==> src/rtl/data_sync_pulse.sv <==
// Destination-side CDC synchronizer: a level enable crosses a NUM_STAGES flop chain and its
// rising edge captures the (source-held) data bus, emits a one-cycle strobe and bumps a saturating count.
module data_sync_pulse #(
    parameter int NUM_STAGES = 2,
    parameter int BUS_WIDTH  = 8,
    parameter int CNT_WIDTH  = 8
) (
    input  logic                 CLK,
    input  logic                 RST,
    input  logic [BUS_WIDTH-1:0] unsync_bus,
    input  logic                 bus_enable,
    output logic [BUS_WIDTH-1:0] sync_bus,
    output logic                 enable_pulse,
    output logic [CNT_WIDTH-1:0] capture_cnt,
    output logic                 busy
);

    localparam logic [CNT_WIDTH-1:0] CNT_ONE = CNT_WIDTH'(1);

    logic [NUM_STAGES-1:0] stage_q;
    logic [NUM_STAGES-1:0] stage_d;
    logic                  prev_q;
    logic                  prev_d;
    logic [BUS_WIDTH-1:0]  sync_bus_q;
    logic [BUS_WIDTH-1:0]  sync_bus_d;
    logic                  enable_pulse_q;
    logic                  enable_pulse_d;
    logic [CNT_WIDTH-1:0]  capture_cnt_q;
    logic [CNT_WIDTH-1:0]  capture_cnt_d;
    logic                  sync_en_s;
    logic                  pulse_comb_s;

    assign sync_en_s    = stage_q[NUM_STAGES-1];
    assign pulse_comb_s = sync_en_s & ~prev_q;

    // Next-state: shift the enable through the chain, capture the bus on the synchronized rising edge.
    always_comb begin
        stage_d        = {stage_q[NUM_STAGES-2:0], bus_enable};
        prev_d         = sync_en_s;
        sync_bus_d     = sync_bus_q;
        enable_pulse_d = 1'b0;
        capture_cnt_d  = capture_cnt_q;
        if (pulse_comb_s) begin
            sync_bus_d     = unsync_bus;
            enable_pulse_d = 1'b1;
            if (&capture_cnt_q) begin
                capture_cnt_d = capture_cnt_q;
            end else begin
                capture_cnt_d = capture_cnt_q + CNT_ONE;
            end
        end else begin
            sync_bus_d     = sync_bus_q;
            enable_pulse_d = 1'b0;
            capture_cnt_d  = capture_cnt_q;
        end
    end

    // State registers; reset dominates any capture in flight.
    always_ff @(posedge CLK) begin
        if (RST) begin
            stage_q        <= '0;
            prev_q         <= 1'b0;
            sync_bus_q     <= '0;
            enable_pulse_q <= 1'b0;
            capture_cnt_q  <= '0;
        end else begin
            stage_q        <= stage_d;
            prev_q         <= prev_d;
            sync_bus_q     <= sync_bus_d;
            enable_pulse_q <= enable_pulse_d;
            capture_cnt_q  <= capture_cnt_d;
        end
    end

    // busy is the chain output flop itself, so it is already registered.
    assign sync_bus     = sync_bus_q;
    assign enable_pulse = enable_pulse_q;
    assign capture_cnt  = capture_cnt_q;
    assign busy         = sync_en_s;

endmodule

==> config.mk <==
export PLATFORM = sky130hd
export DESIGN_NAME = data_sync_pulse
export DESIGN_NICKNAME = d
export VERILOG_FILES = /design/src/rtl/data_sync_pulse.sv
export SDC_FILE = /design/constraint.sdc
export NUM_CORES = 1
export LEC_CHECK = 0
export CAP_MARGIN = 10
export CORE_AREA = 5 5 49 51
export DETAILED_ROUTE_END_ITERATION = 6
export DIE_AREA = 0 0 54 56
export PLACE_DENSITY = 0.87
export SYNTH_ARGS = -nofsm -noshare
export SYNTH_HDL_FRONTEND = slang
export SYNTH_SLANG_ARGS = --single-unit
export TNS_END_PERCENT = 10
==> constraint.sdc <==
create_clock -name CLK -period 2.6 [get_ports CLK]
set_clock_uncertainty 0.1 [all_clocks]
set_input_delay 0.52 -clock CLK [delete_from_list [all_inputs] [get_ports CLK]]
set_output_delay 0.52 -clock CLK [all_outputs]
set_load 0.02 [all_outputs]
* Word level (Yosys, flattened, before mapping) *
Index checks and enable logic that the tools add are counted.

storage, ports and cells
  register bits after elaboration = 20
  latch bits = 0
  memory bits (writable) = 0
  bits in read-only memories = 0
  bits of input ports = 11
  output and inout port bits = 18
  memories kept = 0

cells by class
  add/subtract/negate cells = 1
  multipliers = 0
  divide/modulo/power cells = 0
  magnitude comparators = 0
  eq/ne operators = 0
  shift-type cells = 0
  mux-type cells = 1
  bitwise operators = 3
  reduce and logical (&&, ||, !) cells = 2

operators by type and width
  operator             number
  $add 8x1->8 const B  1
  $reduce_and 8->1     1
  $not 1->1            2
  $reduce_and 2->1     1
  $and 1x1->1          1
  $mux 1               1

* Logic depth before layout (Yosys ltp) *
  word-level depth = 3
  depth in mapped cells = 4
  depth with buffers taken out = 4

* Worst setup path before layout *
OpenSTA, ideal clock, no wires.

  kind = reg-to-reg
  start = reg capture_cnt_q[0], in the netlist capture_cnt[0]
  end = reg capture_cnt_q[4], in the netlist capture_cnt[4]
  library setup time = 116 ps
  arrival time = 1240 ps
  data required time = 2384 ps
  setup slack = 1145 ps
  cell stages (with the launch flop) = 5
  clock period less this slack = 1455 ps
  cells stage by stage = dfxtp_1 ha_1 and4b_4 and4_1 nor3_1

on the way
  cells in the longest elaborated chain, start to end = 3

ends and longest elaborated chain
  element                                                              line  source
  from (decl)                                                          28    logic [CNT_WIDTH-1:0] capture_cnt_q;
  from (signal assigned)                                               71    capture_cnt_q <= capture_cnt_d;
  parallel branches: the longest is 3 deep, another holds $add 8x1->8  -

Several ways; the timed one is not identified.
A chain may end at the register's enable or synchronous reset.

* Worst setup path after layout *
  start = reg capture_cnt_q[2], in the netlist capture_cnt[2]
  end = out capture_cnt[2]

RTL lines
  element    line  source
  to (decl)  14    output logic [CNT_WIDTH-1:0] capture_cnt,

No word-level cell between the ends.

==> summary.txt <==
Power
  – Cell Pwr Density: 525 mW/mm^2
  – VDD IR max: 0.000288 V
  – Leak Pwr: 0.000424 uW

Cells and area
  – Post-route cell area: 0.00119 mm^2
  – Share of post-route cells with drive strength above 1: 10.3%
  – Nets: 130
  – Fillers: 165
  – Synth-to-layout area growth: 39.4%
  – Post-layout util: 62.6%
  – Storage cell area: 400 um^2
  – Area of the multi-input gates: 415 um^2
  – N_diodes: 0

Job
  – Max-Cap Viols: 0

Synthesis
  – Post-synthesis cell count: 89
  – Sequential share of the synthesized area: 46.9%
  – Yosys Warn Count: 0
  – Synth Cell Area: 853 um^2
  – Seq cells post-synth: 20
  – Synth cell types: 28
  – Syn_nets: 101
  – Synth Area per Inst: 9.59 um^2

Placement
  – Final Wtd Congestion: 0.743
  – DP Area: 0.00114 mm^2
  – Post-DP HPWL: 1390 um
  – Port buffer count: 28

CTS
  – H-Tree Depth: 1
  – Clock Path Buffers: 2
  – Clk sinks: 20
  – Post-CTS sizing: 0
  – Worst-Skew Late Latency: 290 ps
  – Post-CTS Hold Fix Bufs: 0
  – CTS tree: done
  – CTS root buf: clkbuf_4
  – Setup bufs post-CTS: 0
  – Clock transition at the registers of the reported paths: 110 ps
  – CTS Buf Count: 3

Route
  – Residual DRC: 0
  – M1 WL: 857 um
  – Via-to-Cell Ratio: 5.10
  – Routed length per instance: 12.7 um
  – DRT iter0 DRCs: 8
  – WL met3: 114 um
  – DRT Pass-1 Iters: 4
  – Routed Antenna Nets: 0
  – Routed WL: 1830 um
  – Vias: 735
  – Top sig layer: met3
  – WL met2: 857 um

Global routing
  – Largest net degree at the start of global routing: 14
  – Total Routing Usage GR: 12.7%
  – Congestion Overflow GR: 0
  – Vias in the first global route: 727
  – First-pass GRT wire length: 3040 um
  – Antenna violations before repair: 0

Floorplanning
  – Die width: 54 um
  – Starting density of the core: 44.9%
  – Core outline area: 0.00190 mm^2
  – Die area: 0.00302 mm^2
  – Site Rows: 16
  – Chip height: 56 um
  – IO Count: 29

Timing
  – Hold Fails Final Rpt: 0
  – Slew HR: 58.6%
  – Final worst path period share: 80.5%
  – Finish-stage setup viols: 0
  – Final Max Tran Viols: 0
  – RSZ-0062 raised after global routing: no
  – Achievable Freq: 478 MHz
  – Actual slew at the worst max-slew pin: 620 ps
  – Final Hold Slack: 363 ps
  – Minimum clock period: 2090 ps
  – Setup TNS Final: 0 ps

Setup path
  – CP Class: reg2out
  – Reg-to-Reg Start: stage_q[1]
  – Critical path launch point type: flop
  – Worst Path Max Fanout: 8
  – CP Cell Sequence: clkdlybuf4s50_1
  – Worst Path Arrival: 1470 ps
  – R2r setup slk: 1070 ps
  – CP max stage delay: 670 ps
  – Reg2Reg Depth: 3
  – Setup crit end kind: primary output
  – Critical path's top delay family: buffers and inverters
  – Worst Path Required: 1980 ps
  – Slowest cell on the critical path: clkdlybuf4s50_1
  – Worst r2r dst: capture_cnt[2]
  – Crit path buffers/inverters: 1

Outcome
  – Status: completed

Hold path
  – Hold endpoint: sync_bus[5]
  – Hold path depth: 2
  – Min-delay src: sync_bus[5]
  – HP Class: reg2reg
-- layout make-up --
| class | count | area share, % |
|---|---|---|
| Multi-Input combinational cell | 64 | 34.9 |
| Sequential cell | 20 | 33.6 |
| Clock inverter | 1 | 2.52 |
| Timing Repair Buffer | 29 | 24.2 |
| Clock buffer | 3 | 1.89 |
| Tap cell | 27 | 2.84 |
-- Yosys cell counts, drive strengths merged --
cell / instances / share of area (%)
mux2: 1 / 1.8
and4b: 3 / 4.0
ha: 1 / 1.5
nor2: 2 / 0.88
a211oi: 1 / 0.88
nor3: 5 / 3.5
nor2b: 4 / 2.9
nand3: 2 / 1.2
clkbuf: 3 / 2.5
buf: 2 / 1.9
and4: 2 / 2.1
mux2i: 1 / 1.2
dfxtp: 20 / 47
a41oi: 2 / 4.3
a21oi: 13 / 7.6
and3: 3 / 2.9
and2b: 1 / 0.88
nand2: 17 / 7.5
o2111a: 2 / 2.6
and2: 1 / 0.88
nand2b: 3 / 2.2
-- registers in the layout, summed over array words and instances (netlist names) --
name and count:
sync_bus 8, stage_q 2, prev_q 1, capture_cnt 8, enable_pulse 1
-- kinds of logic after synthesis --
kind of cell,share of synthesized area (%)
AND/OR/NAND/NOR,28.9
AO/OA/AOI/OAI,15.4
multiplexers,2.93
adder cells (fa/ha/maj),1.47
buffers and inverters,4.40
flip-flops,46.9
-- routing by layer --
metal,GRT usage (%),up-vias
li1,-,373
met4,2.14,0
met1,16.0,338
met3,2.95,0
met2,21.6,24
met5,0,-
-- placed cells by master (no fill, tap or decap), types with 2 or more instances in the layout --
cell	count
nor2_1	2
and4b_1	2
a21oi_1	13
and4_1	2
o2111a_1	2
nor3_1	4
dfxtp_1	20
clkbuf_4	3
clkdlybuf4s50_1	28
nand2_1	17
nand2b_1	3
nor2b_1	4
nand3_1	2
-- tightest hold or removal path: stages (launching register included) --
cell and delay (ps):
dfxtp_1 330, nand2_1 50, a21oi_1 50
-- worst max path at each step --
stage | from | endpoint | slack, ps | depth (start not counted)
final | capture_cnt[2] | capture_cnt[2] | 510 | 1
after global routing | capture_cnt[2] | capture_cnt[2] | 440 | 1
after CTS | capture_cnt[2] | capture_cnt[2] | 500 | 1
after detailed placement | RST | capture_cnt[0] | 620 | 4
after global placement | RST | capture_cnt[0] | 640 | 4
after floorplan | capture_cnt[0] | capture_cnt[4] | 1140 | 4
-- per-stage QoR --
stage	setup slack [ps]	cells	power [uW]
after detailed placement	620	140	383
after floorplan	1140	89	354
after CTS	504	144	630
final	507	144	625
after global routing	441	144	651
after global placement	643	140	382
-- power breakdown --
part           internal, uW  switching (uW)  total (uW)
clock                   156            92.8         248
combinational          32.3            25.2        57.5
sequential              314            4.89         319
total                   502             123         625
(Power assumes the default switching activity.)
